`src/rtl/z80_mem_pkg.sv`:
```
// Shared types for the Z80 memory arbiter: owner tag, CPU access FSM state
// and the observation struct exported for checkers.
package z80_mem_pkg;

    localparam int VID_BURST_DEF = 4;

    typedef enum logic [1:0] {
        OWN_NONE = 2'd0,
        OWN_CPU  = 2'd1,
        OWN_VID  = 2'd2
    } owner_e;

    typedef enum logic {
        ST_IDLE = 1'b0,
        ST_DATA = 1'b1
    } cpu_state_e;

    typedef struct packed {
        cpu_state_e state;
        owner_e     owner;
        logic [3:0] burst;
    } arb_dbg_t;

endpackage

```
`src/rtl/mem_arb.sv`:
```
// Single-port memory arbiter between a Z80-style CPU and a video fetcher.
// One grant per cycle; the read data returns one cycle later via the owner tag.
module mem_arb
    import z80_mem_pkg::*;
#(
    parameter int VID_BURST = VID_BURST_DEF
) (
    input  logic        CLOCK,
    input  logic        RESET_N,
    input  logic        CPU_REQ,
    input  logic [15:0] CPU_A,
    input  logic [7:0]  CPU_DO,
    input  logic        CPU_W,
    output logic        CPU_HOLD,
    output logic [7:0]  CPU_DI,
    input  logic        VID_REQ,
    input  logic [15:0] VID_A,
    output logic        VID_ACK,
    output logic        VID_VALID,
    output logic [7:0]  VID_DI,
    output logic [15:0] MEM_A,
    output logic [7:0]  MEM_DO,
    output logic        MEM_W,
    input  logic [7:0]  MEM_DI,
    output arb_dbg_t    DBG
);

    // Handshakes: a video read transfers in any cycle with VID_REQ=1 and
    // VID_ACK=1, and its data appears with VID_VALID=1 exactly one cycle later.
    // The CPU holds CPU_REQ/address/data until it sees CPU_HOLD=1; a CPU grant
    // is followed by one DATA cycle in which CPU_HOLD=1 and CPU_DI is valid.

    localparam logic [3:0] BURST_MAX = 4'(VID_BURST);

    cpu_state_e state_q, state_d;
    owner_e     owner_q, owner_d;
    logic [3:0] burst_q, burst_d;
    logic       cpu_elig;
    logic       grant_cpu;
    logic       grant_vid;

    always_ff @(posedge CLOCK or negedge RESET_N) begin
        if (!RESET_N) begin
            state_q <= ST_IDLE;
            owner_q <= OWN_NONE;
            burst_q <= '0;
        end else begin
            state_q <= state_d;
            owner_q <= owner_d;
            burst_q <= burst_d;
        end
    end

    // Grants are gated by RESET_N so nothing reaches memory while in reset.
    always_comb begin
        cpu_elig  = RESET_N && CPU_REQ && (state_q == ST_IDLE);
        grant_cpu = cpu_elig && (!VID_REQ || (burst_q == BURST_MAX));
        grant_vid = RESET_N && VID_REQ && !grant_cpu;

        state_d = state_q;
        case (state_q)
            ST_IDLE: if (grant_cpu) state_d = ST_DATA;
            ST_DATA: state_d = ST_IDLE;
            default: state_d = ST_IDLE;
        endcase

        owner_d = OWN_NONE;
        if (grant_cpu) begin
            owner_d = OWN_CPU;
        end else if (grant_vid) begin
            owner_d = OWN_VID;
        end

        // Counts video wins against a waiting CPU; any CPU win or idle CPU resets it.
        burst_d = burst_q;
        if (grant_cpu || !CPU_REQ) begin
            burst_d = '0;
        end else if (grant_vid && (burst_q != BURST_MAX)) begin
            burst_d = burst_q + 4'd1;
        end
    end

    always_comb begin
        MEM_A = '0;
        if (grant_cpu) begin
            MEM_A = CPU_A;
        end else if (grant_vid) begin
            MEM_A = VID_A;
        end
        MEM_W   = grant_cpu && CPU_W;
        MEM_DO  = CPU_DO;
        VID_ACK = grant_vid;

        VID_VALID = (owner_q == OWN_VID);
        VID_DI    = (owner_q == OWN_VID) ? MEM_DI : 8'h00;
        CPU_DI    = (owner_q == OWN_CPU) ? MEM_DI : 8'h00;

        // An IDLE CPU with no request runs freely; a waiting one is frozen.
        CPU_HOLD = 1'b0;
        if (RESET_N) begin
            CPU_HOLD = (state_q == ST_DATA) || !CPU_REQ;
        end

        DBG.state = state_q;
        DBG.owner = owner_q;
        DBG.burst = burst_q;
    end

endmodule

```
`config.mk`:
```
export PLATFORM = sky130hd
export DESIGN_NAME = mem_arb
export DESIGN_NICKNAME = d
export VERILOG_FILES = /design/src/rtl/z80_mem_pkg.sv /design/src/rtl/mem_arb.sv
export SDC_FILE = /design/constraint.sdc
export NUM_CORES = 1
export LEC_CHECK = 0
export ABC_AREA = 1
export BUFFER_PORTS_ARGS = -buffer_cell sky130_fd_sc_hd__buf_4
export CORE_UTILIZATION = 29
export DETAILED_ROUTE_END_ITERATION = 7
export PLACE_DENSITY = 0.77
export SLEW_MARGIN = 25
export SYNTH_ARGS = -nofsm -noshare
export SYNTH_HDL_FRONTEND = slang
export SYNTH_SLANG_ARGS = --single-unit
export TNS_END_PERCENT = 20
```
`constraint.sdc`:
```
create_clock -name CLOCK -period 1.45 [get_ports CLOCK]
set_input_delay 0.2175 -clock CLOCK [delete_from_list [all_inputs] [get_ports CLOCK]]
set_output_delay 0.2175 -clock CLOCK [all_outputs]
set_load 0.005 [all_outputs]
```
; Word-level counts from Yosys, hierarchy flattened
; Index checks and enable logic that the tools add are counted.
[totals]
register_bits = 7
input_bits = 53
output_inout_bits = 51
wordCells = 34
[op_classes]
add_sub_neg = 1
eq_ne = 4
n_mux = 11
bitwise_logic = 1
reduce_logical = 14
[ops]
columns = op, count
row1 = $mux 16, 2
row2 = $mux 8, 2
row3 = $mux 4, 2
row4 = $logic_and 1x1->1, 7
row5 = $add 4x1->4 const B, 1
row6 = $eq 4x3->1 const B, 1
row7 = $mux 2, 2
row8 = $ne 4x3->1 const B, 1
row9 = $logic_not 1->1, 3
row10 = $logic_or 1x1->1, 3
row11 = $eq 2x1->1 const B, 1
row12 = $eq 2x2->1 const B, 1
row13 = $mux 1, 2
row14 = $pmux 1 s2, 1
row15 = $reduce_bool 2->1, 1
row16 = $not 1->1, 1

; Longest topological paths before layout
[logic_depth]
word_depth = 8
ltp_mapped = 9
ltp_nobuf = 8

; Worst setup path before layout
; Ideal clock, no wire load.
[synth_path]
kind = register to output
start = reg burst_q[0]
end = out MEM_A[10]
t_arrival_ps = 1291
required_time_ps = 1233
path_slack_ps = -59
stages_incl_launch_ff = 9
path_buffers = 1
cell_sequence = dfrtp_1 > inv_1 > ha_1 > nand3_2 > nand3_2 > nand2_4 > buf_6 > nand2_1 > nand2_1
[synth_between]
elab_chain_len = 7
[synth_rtl]
columns = element, line
row1 = from (decl), mem_arb.sv:37  ; logic [3:0] burst_q, burst_d;
row2 = from (signal assigned), mem_arb.sv:50  ; burst_q <= burst_d;
row3 = $eq 4x3->1, mem_arb.sv:57  ; grant_cpu = cpu_elig && (!VID_REQ || (burst_q == BURST_MAX));
row4 = $logic_or 1x1->1, mem_arb.sv:57
row5 = $logic_and 1x1->1, mem_arb.sv:57
row6 = $logic_not 1->1, mem_arb.sv:58  ; grant_vid = RESET_N && VID_REQ && !grant_cpu;
row7 = $logic_and 1x1->1, mem_arb.sv:58
row8 = named net VID_ACK, mem_arb.sv:18  ; output logic VID_ACK,
row9 = $mux 16, mem_arb.sv:87  ; end else if (grant_vid) begin
row10 = $mux 16, mem_arb.sv:85  ; if (grant_cpu) begin
row11 = to (decl), mem_arb.sv:21  ; output logic [15:0] MEM_A,
; The timed path passes the listed nets, and every way through them passes these cells.

; Worst setup path after layout
[layout_path]
start = reg burst_q[1]
end = out MEM_W
[layout_between]
elab_chain_len = 4
[layout_rtl]
columns = element, line
row1 = $eq 4x3->1, mem_arb.sv:57
row2 = $logic_or 1x1->1, mem_arb.sv:57
row3 = $logic_and 1x1->1, mem_arb.sv:57
row4 = $logic_and 1x1->1, mem_arb.sv:90  ; MEM_W = grant_cpu && CPU_W;
row5 = to (decl), mem_arb.sv:23  ; output logic MEM_W,
; Every way passes these cells.

==> qor.txt <==
outcome: finished with violations
violations in the final reports: setup timing
Clk pin slew, worst setup/hold paths: 0.06 ns
maximum number of pins on one net before global-route repair: 18
startpoint of the most critical hold path: CPU_REQ
antenna violation net count after detailed routing: 0
post-detailed-route wirelength per cell: 9.860 um
cell depth of the worst hold path: 3
number of DRC markers after the initial detailed-route iteration: 31
Max Cap Viol: 0
number of buffers created by CTS: 3
Min-Delay Path Class: input pin to register
worst-case setup margin in the final layout: -0.2293 ns
tightest slew margin relative to the limit: 86.52%
largest area contributor in the netlist: nand2_1
type of origin of the critical path: register
std cell rows: 19
# setup viols final: 18
count of TritonRoute iterations in the first routing pass: 4
Setup CP Type: register to primary output
sequential share of the synthesized area: 21.12%
register-to-register path setup slack: 0.02 ns
Detailed Place HPWL: 1.978 mm
endpoint of the most critical register-to-register path: burst_q[2]$_DFFE_PN0P_
routability congestion estimate: 0.7877
post-synth net total: 189
vias in the first global route: 962
antenna violations before repair: 0
top area cells in the synthesized netlist: nand2_1 (22%), dfrtp_1 (21%), nor2_1 (8.6%)
flip-flop and latch count after synthesis: 7
standard cell area after detailed placement: 1483 um^2
post-synth top area share: 22.17%
portion of the clock cycle consumed by the worst path in the final layout: 115.8%
global-route wire length before repair: 4.008 mm
transition at the pin with the smallest max-transition slack: 0.2022 ns
number of remaining DRC errors: 0
# port buffers: 87
NumNets Final: 282
library cell used as clock root buffer: clkbuf_4
y dimension of the die: 55.49 um
Remaining Overflow, GRT: 0
worst r2r src: burst_q[1]$_DFFE_PN0P_
unrepaired setup endpoints after global routing: true
arrival time at the worst endpoint: 1.46 ns
combined area of all synthesized cells: 829.5 um^2
final worst hold slack: 0.2487 ns
power per cell area: 463.9 nW/um^2
Yosys Warn Count: 0
Overall Global Routing Usage: 16.21%
number of max-slew violations in the final report: 0
number of hold-slack violations in the final timing report: 0
maximum count of clock buffers along a single path: 2
cell depth of the worst flop-to-flop path: 9
starting density of the core: 30.34%
shortest clock period the worst path allows after layout: 1.679 ns
H-tree Lvls: 1
Distinct cells, synth: 20
core utilization of the finished layout: 59.31%
insertion delay to the later sink of the worst-skew pair: 0.25 ns
Min-Delay Endpoint: burst_q[1]$_DFFE_PN0P_
largest fanout on the critical path: 3
CTS tree: built
Critical Path RT: 1.23 ns
detail-routed via count per cell: 4.319
io pins: 104
top achievable clock speed: 595.5 MHz
total via count in the routed design: 1110
die width: 55.49 um
TritonCTS Sinks: 7
skew final: 0.005363 ns
share of layout cells above drive strength 1: 56.19%
dpl ws: -0.006971 ns
Syn Inst Count: 134
Die ar.: 3079 um^2
antenna diode count: 0
synthesized area per cell: 6.191 um^2
Critical Path End Type: primary output
Total Routed Length: 2.534 mm
final instance area: 1622 um^2
layout overhead on the synthesized area: 95.48%
static leakage: 0.9853 nW
Core ar.: 2734 um^2
Worst IR Drop VDD: 0.0004228 V
==> routing by layer <==
layer,track usage (%),vias to the layer above,part of all wire (%)
met3,5.855,4,9.7
met2,29.78,55,53
li1,-,574,-
met4,4.286,0,0.87
met1,17.35,477,37
met5,0,-,0
==> cell usage after synthesis (all sizes together) <==
cell type	n
clkinv	1
dfrtp	7
nand2	62
buf	11
a21oi	2
xor2	2
nand3	5
ha	2
o21a	1
inv	18
nor2	20
nand4	3
==> flip-flops by register name (all words and copies together), names as in the netlist <==
signal   cells
state_q      1
owner_q      2
burst_q      4
==> cell families (layout without fill, tap and decap cells) <==
logic type | after synthesis | in the layout | share of synthesized area (%)
AND/OR/NAND/NOR | 90 | 90 | 49.62
buffers and inverters | 30 | 122 | 21.12
flip-flops | 7 | 7 | 21.12
AO/OA/AOI/OAI | 3 | 3 | 3.016
adder cells (fa/ha/maj) | 2 | 2 | 3.016
XOR/XNOR | 2 | 2 | 2.112
==> final cells by class <==
cell class / count / area, um^2
fill: 268 / 1112
timing repair buffer: 98 / 749.5
multi-input combinational: 97 / 531.8
sequential: 7 / 175.2
inverter: 19 / 83.83
tap: 31 / 38.79
clock buffer: 4 / 26.28
timing repair inverter: 1 / 16.27
==> cell usage in the layout (no fill, tap or decap), types with 2 or more instances in the layout <==
cell type	n
nor2_4	2
dfrtp_1	7
nand2_1	47
xor2_1	2
nand2_8	2
inv_1	13
clkbuf_4	3
nand2_2	12
buf_6	3
clkinv_8	2
a21oi_1	2
nand3_1	3
nand4_1	3
inv_2	4
nor2_1	18
nand3_4	2
buf_4	94
==> worst max path at each step <==
stage,startpoint,endpoint,slack [ns],depth (start not counted)
floorplan,burst_q[0]$_DFFE_PN0P_,MEM_A[10],0.003,9
global placement,burst_q[1]$_DFFE_PN0P_,MEM_A[15],0.03,9
detailed placement,burst_q[0]$_DFFE_PN0P_,MEM_A[4],-0.007,9
CTS,burst_q[1]$_DFFE_PN0P_,MEM_A[1],-0.24,9
global route,burst_q[0]$_DFFE_PN0P_,MEM_A[12],-0.30,9
finish,burst_q[1]$_DFFE_PN0P_,MEM_W,-0.23,8
==> stage by stage <==
step	setup TNS (ns)	std cells	power (W)
after detailed placement	-0.02324	248	0.0005468
after global placement	0	248	0.0005440
after floorplan	0	134	0.0003522
final	-3.576	257	0.0007522
after CTS	-3.944	257	0.0007549
after global routing	-4.882	257	0.0008036
==> repair_timing <==
item,in CTS,in global routing
resized for setup,10,8
buffers inserted,3,0
endpoints found under the hold margin,7,0
hold buffers,1,0
setup endpoints to repair,18,35
cloned,1,0
pin swaps,14,4
==> critical path: stages (launching register included) <==
cell and delay [ns]:
dfrtp_1 0.38, inv_1 0.06, ha_2 0.18, nand3_4 0.09, nand2_4 0.11, nand2_8 0.08, buf_6 0.14, nor2_4 0.07
buf_6 0.09
==> power by group <==
| group | total (W) | switching, W | leakage, nW | internal, W |
|---|---|---|---|---|
| logic | 0.000366 | 0.000154 | 0.876 | 0.000212 |
| clock network | 0.000179 | 0.0000737 | 0.0150 | 0.000105 |
| registers | 0.000208 | 0.00000493 | 0.0946 | 0.000203 |
| total | 0.000752 | 0.000232 | 0.985 | 0.000520 |
Note: power is estimated with default switching activity, not from simulation.
